--- src/rtl/alu_arbiter_pkg.sv ---
// ---------------------------------------------------------------------------
// alu_arbiter_pkg
// Shared definitions for the ALU arbiter slice:
//   - state_e   : arbiter FSM state encoding (IDLE/EXEC/RESP)
//   - FLG_*     : bit positions inside the 4-bit captured flag word
//   - OP_*      : ALU opcodes (ADD .. FACT), same values as opcodes.v
//   - pack_flags: assembles the flag word from the individual ALU flags
// ---------------------------------------------------------------------------
package alu_arbiter_pkg;

    typedef enum logic [1:0] {
        IDLE = 2'd0,
        EXEC = 2'd1,
        RESP = 2'd2
    } state_e;

    localparam int unsigned FLG_ZERO = 0;
    localparam int unsigned FLG_CMP  = 1;
    localparam int unsigned FLG_PODD = 2;
    localparam int unsigned FLG_OVF  = 3;

    localparam logic [5:0] OP_ADD  = 6'd0;
    localparam logic [5:0] OP_SUB  = 6'd1;
    localparam logic [5:0] OP_MUL  = 6'd2;
    localparam logic [5:0] OP_DIV  = 6'd3;
    localparam logic [5:0] OP_INC  = 6'd4;
    localparam logic [5:0] OP_DEC  = 6'd5;
    localparam logic [5:0] OP_AND  = 6'd6;
    localparam logic [5:0] OP_OR   = 6'd7;
    localparam logic [5:0] OP_XOR  = 6'd8;
    localparam logic [5:0] OP_NOT  = 6'd9;
    localparam logic [5:0] OP_PWR  = 6'd10;
    localparam logic [5:0] OP_FACT = 6'd11;

    function automatic logic [3:0] pack_flags(input logic zero, input logic cmp,
                                              input logic podd, input logic ovf);
        logic [3:0] f;
        f           = '0;
        f[FLG_ZERO] = zero;
        f[FLG_CMP]  = cmp;
        f[FLG_PODD] = podd;
        f[FLG_OVF]  = ovf;
        return f;
    endfunction

endpackage

--- src/rtl/alu_arbiter_if.sv ---
// ---------------------------------------------------------------------------
// alu_arbiter_if
// Bundles every handshake/bus signal of the ALU arbiter:
//   req0_*/req1_* : request channels (valid/ready, func, a, b)
//   rsp0_*/rsp1_* : response channels (valid/ready, result, overf, flags)
//   alu_*         : operand/function drive to and result/flags from the ALU
//   busy, grant_id: status
// Modports:
//   slave  : the arbiter's view
//   master : the environment's view (requesters plus the ALU itself)
// ---------------------------------------------------------------------------
interface alu_arbiter_if #(
    parameter int unsigned WIDTH = 64
);

    logic             req0_valid;
    logic             req0_ready;
    logic [5:0]       req0_func;
    logic [WIDTH-1:0] req0_a;
    logic [WIDTH-1:0] req0_b;

    logic             req1_valid;
    logic             req1_ready;
    logic [5:0]       req1_func;
    logic [WIDTH-1:0] req1_a;
    logic [WIDTH-1:0] req1_b;

    logic             rsp0_valid;
    logic             rsp0_ready;
    logic [WIDTH-1:0] rsp0_result;
    logic [31:0]      rsp0_overf;
    logic [3:0]       rsp0_flags;

    logic             rsp1_valid;
    logic             rsp1_ready;
    logic [WIDTH-1:0] rsp1_result;
    logic [31:0]      rsp1_overf;
    logic [3:0]       rsp1_flags;

    logic [5:0]       alu_function;
    logic [WIDTH-1:0] alu_input1;
    logic [WIDTH-1:0] alu_input2;
    logic [WIDTH-1:0] alu_result;
    logic [31:0]      alu_overf;
    logic             alu_zero;
    logic             alu_compare;
    logic             alu_parity_odd;
    logic             alu_overflow;

    logic             busy;
    logic             grant_id;

    modport slave (
        input  req0_valid, req0_func, req0_a, req0_b,
        input  req1_valid, req1_func, req1_a, req1_b,
        output req0_ready, req1_ready,
        output rsp0_valid, rsp0_result, rsp0_overf, rsp0_flags,
        output rsp1_valid, rsp1_result, rsp1_overf, rsp1_flags,
        input  rsp0_ready, rsp1_ready,
        output alu_function, alu_input1, alu_input2,
        input  alu_result, alu_overf, alu_zero, alu_compare, alu_parity_odd, alu_overflow,
        output busy, grant_id
    );

    modport master (
        output req0_valid, req0_func, req0_a, req0_b,
        output req1_valid, req1_func, req1_a, req1_b,
        input  req0_ready, req1_ready,
        input  rsp0_valid, rsp0_result, rsp0_overf, rsp0_flags,
        input  rsp1_valid, rsp1_result, rsp1_overf, rsp1_flags,
        output rsp0_ready, rsp1_ready,
        input  alu_function, alu_input1, alu_input2,
        output alu_result, alu_overf, alu_zero, alu_compare, alu_parity_odd, alu_overflow,
        input  busy, grant_id
    );

endinterface

--- src/rtl/alu_arbiter_rr_arbiter2.sv ---
// ---------------------------------------------------------------------------
// rr_arbiter2
// Two-requester round-robin grant with a priority register.
//   clk, reset  : clock, asynchronous active-high reset
//   en_i        : grants may be issued this cycle
//   req0_i/1_i  : request lines
//   done_i      : current transaction completes at this edge
//   done_id_i   : requester that owned the completing transaction
//   gnt0_o/1_o  : combinational one-hot (or zero) grant
// Priority passes to the other requester only when a transaction completes,
// so an aborted or stalled transaction never rotates it.
// ---------------------------------------------------------------------------
module rr_arbiter2 #(
    parameter bit PRIO_INIT = 1'b0
) (
    input  logic clk,
    input  logic reset,
    input  logic en_i,
    input  logic req0_i,
    input  logic req1_i,
    input  logic done_i,
    input  logic done_id_i,
    output logic gnt0_o,
    output logic gnt1_o
);

    logic prio_q;
    logic prio_d;

    always_comb begin
        gnt0_o = en_i & req0_i & (~req1_i | ~prio_q);
        gnt1_o = en_i & req1_i & (~req0_i |  prio_q);
        prio_d = done_i ? ~done_id_i : prio_q;
    end

    always_ff @(posedge clk or posedge reset) begin
        if (reset) begin
            prio_q <= PRIO_INIT;
        end else begin
            prio_q <= prio_d;
        end
    end

endmodule

--- src/rtl/alu_arbiter.sv ---
// ---------------------------------------------------------------------------
// alu_arbiter
// Shares one combinational ALU between two requesters. A granted request's
// operands are registered onto the ALU, held for EXEC_CYCLES settle cycles,
// then result/overflow word/flags are captured into the grantee's response
// register and held until that requester takes them.
// Ports:
//   clk   : system clock, rising edge
//   reset : asynchronous active-high reset
//   bus   : alu_arbiter_if.slave (request, response, ALU and status signals)
// ---------------------------------------------------------------------------
module alu_arbiter
    import alu_arbiter_pkg::*;
#(
    parameter int unsigned WIDTH       = 64,
    parameter int unsigned EXEC_CYCLES = 1,
    parameter bit          PRIO_INIT   = 1'b0
) (
    input  logic          clk,
    input  logic          reset,
    alu_arbiter_if.slave  bus
);

    localparam int unsigned CW = (EXEC_CYCLES > 1) ? $clog2(EXEC_CYCLES) : 1;
    localparam logic [CW-1:0] CNT_LOAD = CW'(EXEC_CYCLES - 1);

    state_e           state_q;
    logic [CW-1:0]    cnt_q;
    logic             grant_q;
    logic             busy_q;
    logic [5:0]       fn_q;
    logic [WIDTH-1:0] a_q;
    logic [WIDTH-1:0] b_q;

    logic             rsp0_valid_q;
    logic [WIDTH-1:0] rsp0_result_q;
    logic [31:0]      rsp0_overf_q;
    logic [3:0]       rsp0_flags_q;
    logic             rsp1_valid_q;
    logic [WIDTH-1:0] rsp1_result_q;
    logic [31:0]      rsp1_overf_q;
    logic [3:0]       rsp1_flags_q;

    logic             gnt0;
    logic             gnt1;
    logic             accept;
    logic             rsp_hs;
    logic [5:0]       sel_func;
    logic [WIDTH-1:0] sel_a;
    logic [WIDTH-1:0] sel_b;
    logic [3:0]       flags_in;

    rr_arbiter2 #(
        .PRIO_INIT (PRIO_INIT)
    ) u_arb (
        .clk       (clk),
        .reset     (reset),
        .en_i      (state_q == IDLE),
        .req0_i    (bus.req0_valid),
        .req1_i    (bus.req1_valid),
        .done_i    (rsp_hs),
        .done_id_i (grant_q),
        .gnt0_o    (gnt0),
        .gnt1_o    (gnt1)
    );

    always_comb begin
        accept   = gnt0 | gnt1;
        sel_func = gnt1 ? bus.req1_func : bus.req0_func;
        sel_a    = gnt1 ? bus.req1_a    : bus.req0_a;
        sel_b    = gnt1 ? bus.req1_b    : bus.req0_b;
        // Only the grantee's response channel can complete the transaction;
        // the other requester's ready is ignored.
        rsp_hs   = (state_q == RESP) &&
                   (grant_q ? (rsp1_valid_q & bus.rsp1_ready)
                            : (rsp0_valid_q & bus.rsp0_ready));
        flags_in = pack_flags(bus.alu_zero, bus.alu_compare,
                              bus.alu_parity_odd, bus.alu_overflow);
    end

    always_ff @(posedge clk or posedge reset) begin
        if (reset) begin
            state_q       <= IDLE;
            cnt_q         <= '0;
            grant_q       <= PRIO_INIT;
            busy_q        <= 1'b0;
            fn_q          <= '0;
            a_q           <= '0;
            b_q           <= '0;
            rsp0_valid_q  <= 1'b0;
            rsp0_result_q <= '0;
            rsp0_overf_q  <= '0;
            rsp0_flags_q  <= '0;
            rsp1_valid_q  <= 1'b0;
            rsp1_result_q <= '0;
            rsp1_overf_q  <= '0;
            rsp1_flags_q  <= '0;
        end else begin
            case (state_q)
                IDLE: begin
                    if (accept) begin
                        fn_q    <= sel_func;
                        a_q     <= sel_a;
                        b_q     <= sel_b;
                        grant_q <= gnt1;
                        cnt_q   <= CNT_LOAD;
                        busy_q  <= 1'b1;
                        state_q <= EXEC;
                    end
                end
                EXEC: begin
                    if (cnt_q == '0) begin
                        if (grant_q) begin
                            rsp1_valid_q  <= 1'b1;
                            rsp1_result_q <= bus.alu_result;
                            rsp1_overf_q  <= bus.alu_overf;
                            rsp1_flags_q  <= flags_in;
                        end else begin
                            rsp0_valid_q  <= 1'b1;
                            rsp0_result_q <= bus.alu_result;
                            rsp0_overf_q  <= bus.alu_overf;
                            rsp0_flags_q  <= flags_in;
                        end
                        state_q <= RESP;
                    end else begin
                        cnt_q <= cnt_q - 1'b1;
                    end
                end
                RESP: begin
                    if (rsp_hs) begin
                        rsp0_valid_q <= 1'b0;
                        rsp1_valid_q <= 1'b0;
                        busy_q       <= 1'b0;
                        state_q      <= IDLE;
                    end
                end
                default: begin
                    busy_q  <= 1'b0;
                    state_q <= IDLE;
                end
            endcase
        end
    end

    assign bus.req0_ready   = gnt0;
    assign bus.req1_ready   = gnt1;
    assign bus.rsp0_valid   = rsp0_valid_q;
    assign bus.rsp0_result  = rsp0_result_q;
    assign bus.rsp0_overf   = rsp0_overf_q;
    assign bus.rsp0_flags   = rsp0_flags_q;
    assign bus.rsp1_valid   = rsp1_valid_q;
    assign bus.rsp1_result  = rsp1_result_q;
    assign bus.rsp1_overf   = rsp1_overf_q;
    assign bus.rsp1_flags   = rsp1_flags_q;
    assign bus.alu_function = fn_q;
    assign bus.alu_input1   = a_q;
    assign bus.alu_input2   = b_q;
    assign bus.busy         = busy_q;
    assign bus.grant_id     = grant_q;

endmodule
--- src/flat_wrapper.sv ---
// flat-port wrapper written by rule: the top's interface ports become plain ports
module alu_arbiter_flat import alu_arbiter_pkg::*;
#(
    parameter int unsigned WIDTH       = 64,
    parameter int unsigned EXEC_CYCLES = 1,
    parameter bit          PRIO_INIT   = 1'b0
)
  (clk, reset, bus_req0_valid, bus_req0_func, bus_req0_a, bus_req0_b, bus_req1_valid, bus_req1_func, bus_req1_a, bus_req1_b, bus_req0_ready, bus_req1_ready, bus_rsp0_valid, bus_rsp0_result, bus_rsp0_overf, bus_rsp0_flags, bus_rsp1_valid, bus_rsp1_result, bus_rsp1_overf, bus_rsp1_flags, bus_rsp0_ready, bus_rsp1_ready, bus_alu_function, bus_alu_input1, bus_alu_input2, bus_alu_result, bus_alu_overf, bus_alu_zero, bus_alu_compare, bus_alu_parity_odd, bus_alu_overflow, bus_busy, bus_grant_id);
  alu_arbiter_if #(.WIDTH(WIDTH)) bus_i ();
  input  logic clk;
  input  logic reset;
  input wire logic [$bits(bus_i.req0_valid)-1:0] bus_req0_valid;
  input wire logic [$bits(bus_i.req0_func)-1:0] bus_req0_func;
  input wire logic [$bits(bus_i.req0_a)-1:0] bus_req0_a;
  input wire logic [$bits(bus_i.req0_b)-1:0] bus_req0_b;
  input wire logic [$bits(bus_i.req1_valid)-1:0] bus_req1_valid;
  input wire logic [$bits(bus_i.req1_func)-1:0] bus_req1_func;
  input wire logic [$bits(bus_i.req1_a)-1:0] bus_req1_a;
  input wire logic [$bits(bus_i.req1_b)-1:0] bus_req1_b;
  output wire logic [$bits(bus_i.req0_ready)-1:0] bus_req0_ready;
  output wire logic [$bits(bus_i.req1_ready)-1:0] bus_req1_ready;
  output wire logic [$bits(bus_i.rsp0_valid)-1:0] bus_rsp0_valid;
  output wire logic [$bits(bus_i.rsp0_result)-1:0] bus_rsp0_result;
  output wire logic [$bits(bus_i.rsp0_overf)-1:0] bus_rsp0_overf;
  output wire logic [$bits(bus_i.rsp0_flags)-1:0] bus_rsp0_flags;
  output wire logic [$bits(bus_i.rsp1_valid)-1:0] bus_rsp1_valid;
  output wire logic [$bits(bus_i.rsp1_result)-1:0] bus_rsp1_result;
  output wire logic [$bits(bus_i.rsp1_overf)-1:0] bus_rsp1_overf;
  output wire logic [$bits(bus_i.rsp1_flags)-1:0] bus_rsp1_flags;
  input wire logic [$bits(bus_i.rsp0_ready)-1:0] bus_rsp0_ready;
  input wire logic [$bits(bus_i.rsp1_ready)-1:0] bus_rsp1_ready;
  output wire logic [$bits(bus_i.alu_function)-1:0] bus_alu_function;
  output wire logic [$bits(bus_i.alu_input1)-1:0] bus_alu_input1;
  output wire logic [$bits(bus_i.alu_input2)-1:0] bus_alu_input2;
  input wire logic [$bits(bus_i.alu_result)-1:0] bus_alu_result;
  input wire logic [$bits(bus_i.alu_overf)-1:0] bus_alu_overf;
  input wire logic [$bits(bus_i.alu_zero)-1:0] bus_alu_zero;
  input wire logic [$bits(bus_i.alu_compare)-1:0] bus_alu_compare;
  input wire logic [$bits(bus_i.alu_parity_odd)-1:0] bus_alu_parity_odd;
  input wire logic [$bits(bus_i.alu_overflow)-1:0] bus_alu_overflow;
  output wire logic [$bits(bus_i.busy)-1:0] bus_busy;
  output wire logic [$bits(bus_i.grant_id)-1:0] bus_grant_id;
  assign bus_i.req0_valid = bus_req0_valid;
  assign bus_i.req0_func = bus_req0_func;
  assign bus_i.req0_a = bus_req0_a;
  assign bus_i.req0_b = bus_req0_b;
  assign bus_i.req1_valid = bus_req1_valid;
  assign bus_i.req1_func = bus_req1_func;
  assign bus_i.req1_a = bus_req1_a;
  assign bus_i.req1_b = bus_req1_b;
  assign bus_req0_ready = bus_i.req0_ready;
  assign bus_req1_ready = bus_i.req1_ready;
  assign bus_rsp0_valid = bus_i.rsp0_valid;
  assign bus_rsp0_result = bus_i.rsp0_result;
  assign bus_rsp0_overf = bus_i.rsp0_overf;
  assign bus_rsp0_flags = bus_i.rsp0_flags;
  assign bus_rsp1_valid = bus_i.rsp1_valid;
  assign bus_rsp1_result = bus_i.rsp1_result;
  assign bus_rsp1_overf = bus_i.rsp1_overf;
  assign bus_rsp1_flags = bus_i.rsp1_flags;
  assign bus_i.rsp0_ready = bus_rsp0_ready;
  assign bus_i.rsp1_ready = bus_rsp1_ready;
  assign bus_alu_function = bus_i.alu_function;
  assign bus_alu_input1 = bus_i.alu_input1;
  assign bus_alu_input2 = bus_i.alu_input2;
  assign bus_i.alu_result = bus_alu_result;
  assign bus_i.alu_overf = bus_alu_overf;
  assign bus_i.alu_zero = bus_alu_zero;
  assign bus_i.alu_compare = bus_alu_compare;
  assign bus_i.alu_parity_odd = bus_alu_parity_odd;
  assign bus_i.alu_overflow = bus_alu_overflow;
  assign bus_busy = bus_i.busy;
  assign bus_grant_id = bus_i.grant_id;
  alu_arbiter #(.WIDTH(WIDTH), .EXEC_CYCLES(EXEC_CYCLES), .PRIO_INIT(PRIO_INIT)) u_core (.clk(clk), .reset(reset), .bus(bus_i));
endmodule
--- config.mk ---
export PLATFORM = sky130hd
export DESIGN_NAME = alu_arbiter_flat
export DESIGN_NICKNAME = d
export VERILOG_FILES = /design/src/rtl/alu_arbiter_pkg.sv /design/src/rtl/alu_arbiter_if.sv /design/src/rtl/alu_arbiter_rr_arbiter2.sv /design/src/rtl/alu_arbiter.sv /design/src/flat_wrapper.sv
export SDC_FILE = /design/constraint.sdc
export NUM_CORES = 1
export LEC_CHECK = 0
export BUFFER_PORTS_ARGS = -buffer_cell sky130_fd_sc_hd__buf_2
export CELL_PAD_IN_SITES_DETAIL_PLACEMENT = 2
export CELL_PAD_IN_SITES_GLOBAL_PLACEMENT = 2
export CORE_AREA = 2 2 277 279
export CTS_CLUSTER_SIZE = 8
export DETAILED_ROUTE_END_ITERATION = 10
export DIE_AREA = 0 0 279 281
export PLACE_DENSITY_LB_ADDON = 0.1
export SLEW_MARGIN = 20
export SYNTH_ARGS = -nofsm -noshare
export SYNTH_HDL_FRONTEND = slang
export SYNTH_SLANG_ARGS = --single-unit
--- constraint.sdc ---
create_clock -name clk -period 10.2 [get_ports clk]
set_clock_uncertainty 0.1 [all_clocks]
set_input_delay 0.51 -clock clk [delete_from_list [all_inputs] [get_ports clk]]
set_output_delay 0.51 -clock clk [all_outputs]
set_load 0.01 [all_outputs]
Word-level counts from Yosys, hierarchy flattened. Index checks and enable logic that the tools add are counted.

$add $sub $neg: 1. Bitwise logic cells: 15. Reduce and logical (&&, ||, !) cells: 12. Eq/ne operators: 7. Muxes and demuxes: 20.

Operators by type and width (count): $mux W64 (2); $reduce_and A3 Y1 (4); $mux W1 (9); $reduce_and A4 Y1 (2); $and A1 B1 Y1 (6); $mux W2 (3); $mux W6 (1); $ne A2 B2 Y1 const B (3); $not A1 Y1 (6); $pmux W1 S2 (3); $pmux W2 S3 (1); $ne A2 B1 Y1 const B (2); $reduce_and A2 Y1 (2); $reduce_bool A2 Y1 (2); $or A1 B1 Y1 (3); $pmux W1 S3 (1); $eq A2 B1 Y1 const B (1); $eq A2 B2 Y1 const B (1); $logic_not A2 Y1 (1); $logic_and A1 B1 Y1 (1); $sub A1 B1 Y1 const B (1).

Input bits: 374. Word-level logic and storage cells: 71. Output and inout port bits: 340. Register bits after elaboration: 342.

Longest topological paths before layout.
Depth in word-level cells: 6. Mapped depth: 7. Gate-level depth less buffers: 4.

Modules after synthesis. Synthesis repeated with hierarchy kept, for this count alone.

Cells, all modules: 890. Area, all modules: 14381.3 um^2.

By module, submodules not included: alu_arbiter (times used 1, cells an instance 881, area an instance 14318.7 um^2, seq. area each 8508.2 um^2); rr_arbiter2 (times used 1, cells an instance 9, area an instance 62.6 um^2, seq. area each 25.0 um^2).

Worst setup path before layout. No wires, ideal clock.

Path type: input-to-output. From: in bus_req0_valid. To: out bus_req1_ready. Stages on the path: 6. Setup slack: 8337 ps. Arrival time: 1253 ps. Path through: nand2b_1 buf_2 and3_4 buf_6 buf_6 buf_6.

Word-level cells in the longest chain between the ends: 3.

RTL lines: start: declaration (line flat_wrapper.sv:12) `input wire logic [$bits(bus_i.req0_valid)-1:0] bus_req0_valid;`; $not A1 Y1 (line alu_arbiter_rr_arbiter2.sv:32) `gnt1_o = en_i & req1_i & (~req0_i | prio_q);`; $or A1 B1 Y1 (line alu_arbiter_rr_arbiter2.sv:32); $and A1 B1 Y1 (line alu_arbiter_rr_arbiter2.sv:32); end: declaration (line flat_wrapper.sv:21) `output wire logic [$bits(bus_i.req1_ready)-1:0] bus_req1_ready;`.

Every way passes these cells.

Worst setup path after layout.
From: reg u_core.u_arb.prio_q. To: out bus_req1_ready.

Word-level cells in the longest chain between the ends: 2.

RTL lines: start: declaration (line alu_arbiter_rr_arbiter2.sv:27) `logic prio_q;`; start signal: assignment (line alu_arbiter_rr_arbiter2.sv:40) `prio_q <= prio_d;`; $or A1 B1 Y1 (line alu_arbiter_rr_arbiter2.sv:32); $and A1 B1 Y1 (line alu_arbiter_rr_arbiter2.sv:32).

Every way passes these cells.

==> results.sh <==
export IMPL_outcome="complete, no violations"
export IMPL_layout_common_cells="buf_2, dfrtp_1, mux2_2"
export IMPL_dr_pass1_iters=4
export IMPL_clk_path_buf_depth=3
export IMPL_initial_core_util_pct=19.6
export IMPL_regToRegStartpoint="u_core.u_arb.prio_q"
export IMPL_place_congestion=0.769
export IMPL_setup_violations=0
export IMPL_cp_slowest_cell="and3_4"
export IMPL_drv_slew=0
export IMPL_synth_main_ff_cell="dfrtp_1"
export IMPL_critical_path_max_stage_delay_ns=0.96
export IMPL_fin_cells=2894
export IMPL_synth_edf_count=0
export IMPL_regArea_mm2=0.00853
export IMPL_routed_wl_um=71900
export IMPL_path_class="reg -> out"
export IMPL_post_synth_inst_count=1235
export IMPL_grt_max_degree=155
export IMPL_start_kind="flop"
export IMPL_drv_cap=0
export IMPL_viasPerCell=4.58
export IMPL_rsz0062_at_grt="no"
export IMPL_die_h_um=281
export IMPL_nets=2267
export IMPL_worst_endpoint_required_ns=9.59
export IMPL_cp_max_fo=78
export IMPL_leakage_nw=9.70
export IMPL_async_reset_ff_share_pct=100
export IMPL_via_count=13200
export IMPL_syn_nets=1609
export IMPL_cts_tree="done"
export IMPL_die_area_mm2=0.0784
export IMPL_cts_max_level=2
export IMPL_ant_nets=0
export IMPL_antenna_found_initial=35
export IMPL_fin_ws_ns=5.79
export IMPL_yosysTopAreaCell="dfrtp_1"
export IMPL_min_period_over_period_pct=43.2
export IMPL_clock_root_buffer="clkbuf_16"
export IMPL_path_cells="nand2b_4 > and3_4 > buf_4 > buf_2"
export IMPL_dpl_worst_slack_ns=6.04
export IMPL_post_cts_buffers=0
export IMPL_drive_above_1_share_pct=52.2
export IMPL_hold_path_class="in -> reg"
export IMPL_clk_pin_slew_ns=0.05
export IMPL_cp_depth=4
export IMPL_drt_iter0_markers=409
export IMPL_fmax_mhz=227
export IMPL_synth_area_top_cells="dfrtp_1, mux2_2, nand4_1"
export IMPL_vdd_drop_max_uv=241
export IMPL_finalHoldViolations=0
export IMPL_fin_crit_ns=4.41
export IMPL_rows=101
export IMPL_r2r_end="u_core.bus.alu_input1[12]"
export IMPL_port_buffers=713
export IMPL_io_pins=714
export IMPL_min_delay_start="bus_alu_overf[8]"
export IMPL_fin_util_pct=27.3
export IMPL_core_area_mm2=0.0754
export IMPL_rr_worst_depth=4
export IMPL_crit_path_end="bus_req1_ready"
export IMPL_ys_warnings_count=0
export IMPL_synth_avg_cell_area_um2=12.0
export IMPL_cp_arrival_ns=3.80
export IMPL_drcViolationCount=0
export IMPL_grt_use_total_pct=17.8
export IMPL_grt_pass1_wl_um=104000
export IMPL_ctsResizeCount=0
export IMPL_die_x_um=279
export IMPL_worst_path_buf_inv=2
export IMPL_max_slew_margin_rel_pct=31.1
export IMPL_placed_cells=2818
export IMPL_layout_commonest_cell="buf_2"
export IMPL_endpoint_kind="primary output"
export IMPL_grt_pass1_vias=14900
export IMPL_worst_r2r_setup_slack_ns=6.71
export IMPL_wire_per_inst_um=24.8
export IMPL_syn2layout_area_growth_pct=39.2
export IMPL_ys_seq_area_share_pct=57.7
export IMPL_tightest_slew_ns=1.03
export IMPL_synthDistinctLibCells=28
export IMPL_multi_input_area_mm2=0.00515
export IMPL_power_density_mw_per_mm2=339
export IMPL_setup_tns_ns=0
export IMPL_power_total_w=0.00698
export IMPL_overflow=0
export IMPL_cts_buffers=49
export IMPL_ys_ff_latch=341
export IMPL_fillerInstances=8435
export IMPL_crit_family="simple AND/OR/NAND/NOR gates"
export IMPL_syn_area_mm2=0.0148
export IMPL_crit_start="u_core.u_arb.prio_q"
export IMPL_insertion_delay_ns=0.58
export IMPL_cts_sinks=341
export IMPL_synth_top_area_share_pct=57.7
export IMPL_dp_hpwl_um=49800
-- synth_stat cells, drive strengths merged, types with 2 or more instances --
cell	number
a21boi	2
and3	2
buf	44
clkbuf	81
dfrtp	341
inv	139
mux2	200
nand2	3
nand2b	4
nand3b	2
nand4	134
nor2	2
o21ai	139
o311ai	134
or2	2
-- routing by layer --
metal / global-route usage [%] / up-vias / part of all wire, %
met5: 0 / - / 0.29
met4: 4.95 / 34 / 2.4
met3: 7.14 / 130 / 8.9
met2: 31.4 / 477 / 51
met1: 19.7 / 6734 / 38
li1: - / 5870 / -
-- flip-flops by register name, summed over array words and instances (netlist names), 2 cells and up --
name,count
u_core.bus.alu_function,6
u_core.bus.alu_input1,64
u_core.bus.alu_input2,64
u_core.bus.rsp0_flags,4
u_core.bus.rsp0_overf,32
u_core.bus.rsp0_result,64
u_core.bus.rsp1_flags,4
u_core.bus.rsp1_overf,32
u_core.bus.rsp1_result,64
u_core.state_q,2
-- area by class of cell --
class / instances / share of cell area, %
Clock inverter: 3 / 0.219
Inverter: 139 / 2.57
Antenna cell: 15 / 0.182
Timing Repair Buffer: 732 / 18.4
Tap cell: 978 / 5.95
Multi-Input combinational cell: 630 / 25.0
Clock buffer: 56 / 6.14
Sequential cell: 341 / 41.5
-- metrics by stage --
stage	hold slack (ns)	instance area, um2
after floorplan	0.384	14800
after global placement	0.383	19100
after detailed placement	0.390	19200
after CTS	0.0231	20500
after global routing	0.0434	20600
final	0.0701	20600
-- report_power, final --
group          switching (W)  internal, W  leakage, nW  total, W
registers           0.000353      0.00206         4.04   0.00242
logic                0.00182      0.00125         5.01   0.00307
clock network       0.000630     0.000862        0.642   0.00149
-- how the worst min path moves through the flow --
stage                                      end  slack [ns]  depth (start not counted)
finish                u_core.bus.rsp1_overf[8]        0.07                          2
global route         u_core.bus.rsp1_overf[18]        0.04                          2
CTS                 u_core.bus.rsp0_result[24]        0.02                          2
detailed placement   u_core.bus.rsp1_overf[22]        0.39                          1
global placement    u_core.bus.rsp1_result[53]        0.38                          1
floorplan                  u_core.u_arb.prio_q        0.38                          2
-- worst register-to-register path: stages, from the launching register on --
cell and delay (ns):
dfrtp_1 0.36, nand2b_4 0.74, and3_4 0.98, buf_4 0.84, o311ai_0 0.30
-- repair_timing --
item / CTS / global route
setup endpoints to repair: 0 / 0
hold buffers: 1 / 0
endpoints found under the hold margin: 73 / 0
-- cell families after synthesis --
logic type	after synthesis	share of synthesized area, %
compound gates	279	13.0
simple gates	151	6.36
flops	341	57.7
buf+inv	264	7.73
mux	200	15.2
Note: power is estimated with default switching activity, not from simulation.
